<file path="src/rtl/btn_event_arbiter.sv">
// -----------------------------------------------------------------------------
// btn_event_arbiter
//
// Collects one-cycle press/repeat pulses from per-button debouncers. It keeps
// one pending request per button and serializes the requests round-robin into
// a small show-ahead event FIFO. The control FSM reads the FIFO with a
// valid/ready handshake and receives one button ID per transfer.
//
// Ports:
//   clk         system clock, rising edge
//   reset       synchronous, active-high reset
//   btn_pulse   one-cycle event pulses, bit i = button i
//   btn_mask    1 = button enabled; 0 = pulses ignored and pending bit cleared
//   evt_valid   FIFO non-empty, evt_id is valid
//   evt_id      button index at the FIFO head
//   evt_ready   consumer accepts the head when evt_valid=1
//   pending     registered per-button pending bits
//   fifo_count  FIFO occupancy, 0..FIFO_DEPTH
//   drop        one-cycle pulse after a pulse merged into an already-pending
//               request
// -----------------------------------------------------------------------------
module btn_event_arbiter #(
  parameter  int N_BTN      = 4,
  parameter  int FIFO_DEPTH = 4,
  localparam int ID_W       = (N_BTN > 1) ? $clog2(N_BTN) : 1,
  localparam int CNT_W      = $clog2(FIFO_DEPTH + 1)
) (
  input  logic             clk,
  input  logic             reset,
  input  logic [N_BTN-1:0] btn_pulse,
  input  logic [N_BTN-1:0] btn_mask,
  output logic             evt_valid,
  output logic [ID_W-1:0]  evt_id,
  input  logic             evt_ready,
  output logic [N_BTN-1:0] pending,
  output logic [CNT_W-1:0] fifo_count,
  output logic             drop
);

  localparam int PTR_W = $clog2(FIFO_DEPTH);

  // State registers
  logic [N_BTN-1:0] pend_q,   pend_d;
  logic [ID_W-1:0]  rr_ptr_q, rr_ptr_d;
  logic [PTR_W-1:0] wr_ptr_q, wr_ptr_d;
  logic [PTR_W-1:0] rd_ptr_q, rd_ptr_d;
  logic [CNT_W-1:0] count_q,  count_d;
  logic             drop_q,   drop_d;
  logic [ID_W-1:0]  mem_q [FIFO_DEPTH];

  // Arbiter / FIFO control
  logic             fifo_full;
  logic             fifo_empty;
  logic             grant_vld;
  logic [ID_W-1:0]  grant_idx;
  logic [N_BTN-1:0] grant_oh;
  logic             push;
  logic             pop;

  // (base + ofs) mod N_BTN. This works for any N_BTN, including N_BTN values
  // that are not powers of two.
  function automatic logic [ID_W-1:0] rr_idx(input logic [ID_W-1:0] base,
                                             input int              ofs);
    int sum;
    sum = int'(base) + ofs;
    if (sum >= N_BTN) sum -= N_BTN;
    return ID_W'(sum);
  endfunction

  assign fifo_full  = (count_q == CNT_W'(FIFO_DEPTH));
  assign fifo_empty = (count_q == '0);

  // Round-robin search starts at rr_ptr_q. The fullness test uses the
  // registered count, so a pop in the same cycle does not free a slot for
  // this cycle's grant.
  always_comb begin
    // NOTE: every signal written here gets a default first, so no path
    // leaves it unassigned and no latch is inferred.
    grant_vld = 1'b0;
    grant_idx = '0;
    if (!fifo_full) begin
      for (int k = 0; k < N_BTN; k++) begin
        if (!grant_vld && pend_q[rr_idx(rr_ptr_q, k)]) begin
          grant_vld = 1'b1;
          grant_idx = rr_idx(rr_ptr_q, k);
        end
      end
    end
  end

  always_comb begin
    grant_oh = '0;
    if (grant_vld) grant_oh[grant_idx] = 1'b1;
  end

  assign push = grant_vld;
  assign pop  = !fifo_empty && evt_ready;

  always_comb begin
    // A pulse that arrives in the same cycle as the grant starts a new
    // request. It is not counted as a drop.
    pend_d   = btn_mask & ((pend_q & ~grant_oh) | btn_pulse);
    drop_d   = |(btn_mask & btn_pulse & pend_q & ~grant_oh);
    rr_ptr_d = grant_vld ? rr_idx(grant_idx, 1) : rr_ptr_q;
    wr_ptr_d = push ? wr_ptr_q + PTR_W'(1) : wr_ptr_q;
    rd_ptr_d = pop  ? rd_ptr_q + PTR_W'(1) : rd_ptr_q;
    count_d  = count_q;
    case ({push, pop})
      2'b10:   count_d = count_q + CNT_W'(1);
      2'b01:   count_d = count_q - CNT_W'(1);
      default: count_d = count_q;
    endcase
  end

  always_ff @(posedge clk) begin
    // NOTE: sequential state uses non-blocking assignments only, so every
    // flop samples the pre-edge values of all other flops.
    if (reset) begin
      pend_q   <= '0;
      rr_ptr_q <= '0;
      wr_ptr_q <= '0;
      rd_ptr_q <= '0;
      count_q  <= '0;
      drop_q   <= 1'b0;
    end else begin
      pend_q   <= pend_d;
      rr_ptr_q <= rr_ptr_d;
      wr_ptr_q <= wr_ptr_d;
      rd_ptr_q <= rd_ptr_d;
      count_q  <= count_d;
      drop_q   <= drop_d;
    end
  end

  // NOTE: the storage array has no reset. Its contents only become visible
  // through evt_id after a push has written them, and evt_id is forced to 0
  // while the FIFO is empty.
  always_ff @(posedge clk) begin
    if (push) mem_q[wr_ptr_q] <= grant_idx;
  end

  assign evt_valid  = !fifo_empty;
  assign evt_id     = fifo_empty ? '0 : mem_q[rd_ptr_q];
  assign pending    = pend_q;
  assign fifo_count = count_q;
  assign drop       = drop_q;

endmodule

</file>
<file path="config.mk">
export PLATFORM = sky130hd
export DESIGN_NAME = btn_event_arbiter
export DESIGN_NICKNAME = d
export VERILOG_FILES = /design/src/rtl/btn_event_arbiter.sv
export SDC_FILE = /design/constraint.sdc
export NUM_CORES = 1
export LEC_CHECK = 0
export BUFFER_PORTS_ARGS = -buffer_cell sky130_fd_sc_hd__buf_2
export CAP_MARGIN = 20
export CORE_ASPECT_RATIO = 0.75
export CORE_MARGIN = 1
export CORE_UTILIZATION = 54
export CTS_CLUSTER_DIAMETER = 120
export DETAILED_ROUTE_END_ITERATION = 6
export GPL_ROUTABILITY_DRIVEN = 0
export GPL_TIMING_DRIVEN = 0
export PLACE_DENSITY = 0.77
export SYNTH_ARGS = -nofsm -noshare
export SYNTH_HDL_FRONTEND = slang
export SYNTH_SLANG_ARGS = --single-unit
export TNS_END_PERCENT = 20
</file>
<file path="constraint.sdc">
create_clock -name clk -period 2.66 [get_ports clk]
set_clock_uncertainty 0.1 [all_clocks]
set_input_delay 0.532 -clock clk [delete_from_list [all_inputs] [get_ports clk]]
set_output_delay 0.532 -clock clk [all_outputs]
set_load 0.05 [all_outputs]
</file>
==> results.yml <==
status:
  outcome: "finished with violations"
  violations: "design-rule violations"
run:
  drv_cap: 0
finish:
  drive_gt1_frac: 0.325
  layout_commonest_cell: "buf_2"
  fill_cells: 162
  diodes: 0
  final_util: 0.710
  synthToLayoutAreaGrowth_pct: 18.4
  instances_no_fill: 175
  nNetsFinal: 173
  design_area_sq_um: 1490
  final_cell_mix: "buf_2 (21), nor2_1 (16), dfxtp_1 (13), inv_1 (9)"
clocking:
  cts_htree_levels: 1
  cts-buffers-inserted: 3
  insertion_delay_ps: 330
  clk_path_buf_depth: 2
  clk_pin_slew_ps: 140
  cts_root_buf: "clkbuf_4"
  clock-sinks: 24
  cts_tree: "yes"
  postCtsHoldBufs: 0
detailed_routing:
  wirelength_mm: 2.48
  drt-pass1-iter-count: 6
  drt_iter0_markers: 39
  vias: 959
  final_antenna_net_count: 0
  drc: 1
  wl_per_cell_um: 14.2
  routed_via_density: 5.48
setup_path:
  worstSetupPathType: "register to register"
  crit_chain: "or3b_1 > buf_6 > a21boi_4 > clkinv_4 > ha_2 > inv_1 > fa_1 > xor2_1 > or3_1 > a21oi_1"
  slowest_stage: "or3b_1"
  arrival_ps: 2700
  cp_max_fo: 9
  critPathCaptureType: "register"
  cp_slowest_stage_delay_ps: 400
  cp-start-kind: "register"
  required_ps: 2810
pwr:
  power.density_nw_per_um2: 1000
  p_leak_nw: 0.616
  clockPowerShare: 0.177
  max-vdd-ir-drop_v: 0.000766
  p_total_mw: 1.49
  switching_share: 0.410
  switching_power_uw: 612
  power_frac_seq: 0.350
  power.internal_uw: 881
  p_comb_frac: 0.473
min_path:
  min_path_type: "primary input to register"
floorplanning:
  io_pins: 22
  fp.coreArea_sq_um: 2100
  die_h_um: 43.9
  initial_core_util: 0.600
  fp.dieW_um: 57.8
  dieArea_sq_um: 2540
  num_rows: 14
timing:
  setup_slack_ps: 104
  tightest_slew_ps: 521
  finalSetupViolations: 0
  finalSetupTns_ps: 0
  slew_violations: 0
  period_needed_ps: 2560
  timing.final.crit_share: 0.961
  hold_slack_ps: 321
  rsz0062_at_grt: "no"
  final-hold-violation-count: 0
  fmax_mhz: 391
  max_slew_margin: 0.653
logic_synthesis:
  syn_area_sq_um: 1260
  ys_ff_latch: 24
  synth-seq-area-share: 0.444
  syn_area_per_cell_sq_um: 10.3
  netlist_instances: 122
  ys_warn_count: 0
  synth_edf_count: 8
  synth_async_sr_flop_share: 0
  synth_top_flop_cell: "dfxtp_1"
  syn-num-nets: 143
  synth.distinct_cells: 36
placement:
  port_buffers: 21
  placedCellCount: 167
  place_hpwl_mm: 1.85
  post_dp_cell_area_sq_um: 1400
  dp_slack_ps: -21.6
grt:
  grt_pass1_vias: 908
  grt_overflow: 0
  grt_max_degree: 15
  grt_first_pass_wirelength_mm: 4.24
  grt.total_usage: 0.232
  antenna_found_initial: 0
final timing paths:
| path | from | to | slack (ps) | cells after the start |
|---|---|---|---|---|
| worst max-delay path | fifo_count[0] | fifo_count[2] | 100 | 10 |
| worst min register to register | fifo_count[2] | fifo_count[2] | 400 | 2 |
| worst max register to register | fifo_count[0] | fifo_count[2] | 100 | 10 |
| worst min-delay path | reset | drop | 320 | 2 |
metal layers:
metal  track usage  wire (um)  vias up
met1         0.312       1120      436
met3        0.0597        169        4
li1              -          -      484
met2         0.372       1160       35
met4        0.0667         27        0
met5             0          0        -
repair_timing:
action,CTS,global route
endpoints found under the setup margin,1,1
gates resized for setup,1,4
buffers inserted,0,4
layout make-up:
type	instances	area, sq um	area share
clock inverter	1	30.0	0.0201
timing repair buffer	25	135	0.0905
sequential	24	567	0.380
inverter	10	42.5	0.0285
tap	24	30.0	0.0201
multi-input combinational	85	647	0.433
buffer	3	18.8	0.0126
clock buffer	3	22.5	0.0151
power by group through the flow:
stage               Clock, mW  Sequential [mW]  Combinational (mW)
floorplan                   0            0.592               0.455
CTS                     0.273            0.523               0.671
global placement            0            0.523               0.643
detailed placement          0            0.531               0.661
finish                  0.264            0.523               0.707
global route            0.281            0.533               0.770
synth_stat cells (3+ instances only):
library cell   n  share of area
nor3b_1        4          0.024
o21ai_0        3          0.012
a21oi_1        7          0.028
and2_2         4          0.024
ha_1           9          0.089
and2_1         4          0.020
a21oi_2        4          0.028
inv_1          9          0.027
edfxtp_1       8           0.19
dfxtp_1       16           0.25
xor2_1         3          0.021
nor2_1        16          0.048
nand2_1        5          0.015
critical path, delay by kind of cell, from the launching register on:
kind,cells,cell delay (ps)
and+or+nand+nor,2,700
AOI/OAI and AO/OA,2,300
DFF,1,360
buffers and inverters,3,300
xor gates and xnor gates,1,160
adders and majority gates,2,560
logic make-up after synthesis:
| group | after synthesis | share of synthesized area |
|---|---|---|
| muxes | 2 | 0.0357 |
| buffers and inverters | 13 | 0.0486 |
| adders and majority gates | 10 | 0.105 |
| AOI/OAI and AO/OA | 26 | 0.154 |
| xor gates and xnor gates | 5 | 0.0347 |
| and+or+nand+nor | 42 | 0.178 |
| DFF | 24 | 0.444 |
flip-flops by register name (all words and copies together) (netlist names), named ones only:
register,flops
drop,1
pending,4
wr_ptr_q,2
rd_ptr_q,2
fifo_count,3
rr_ptr_q,2
mem_q,8
Power figures use the tool's default switching activity.
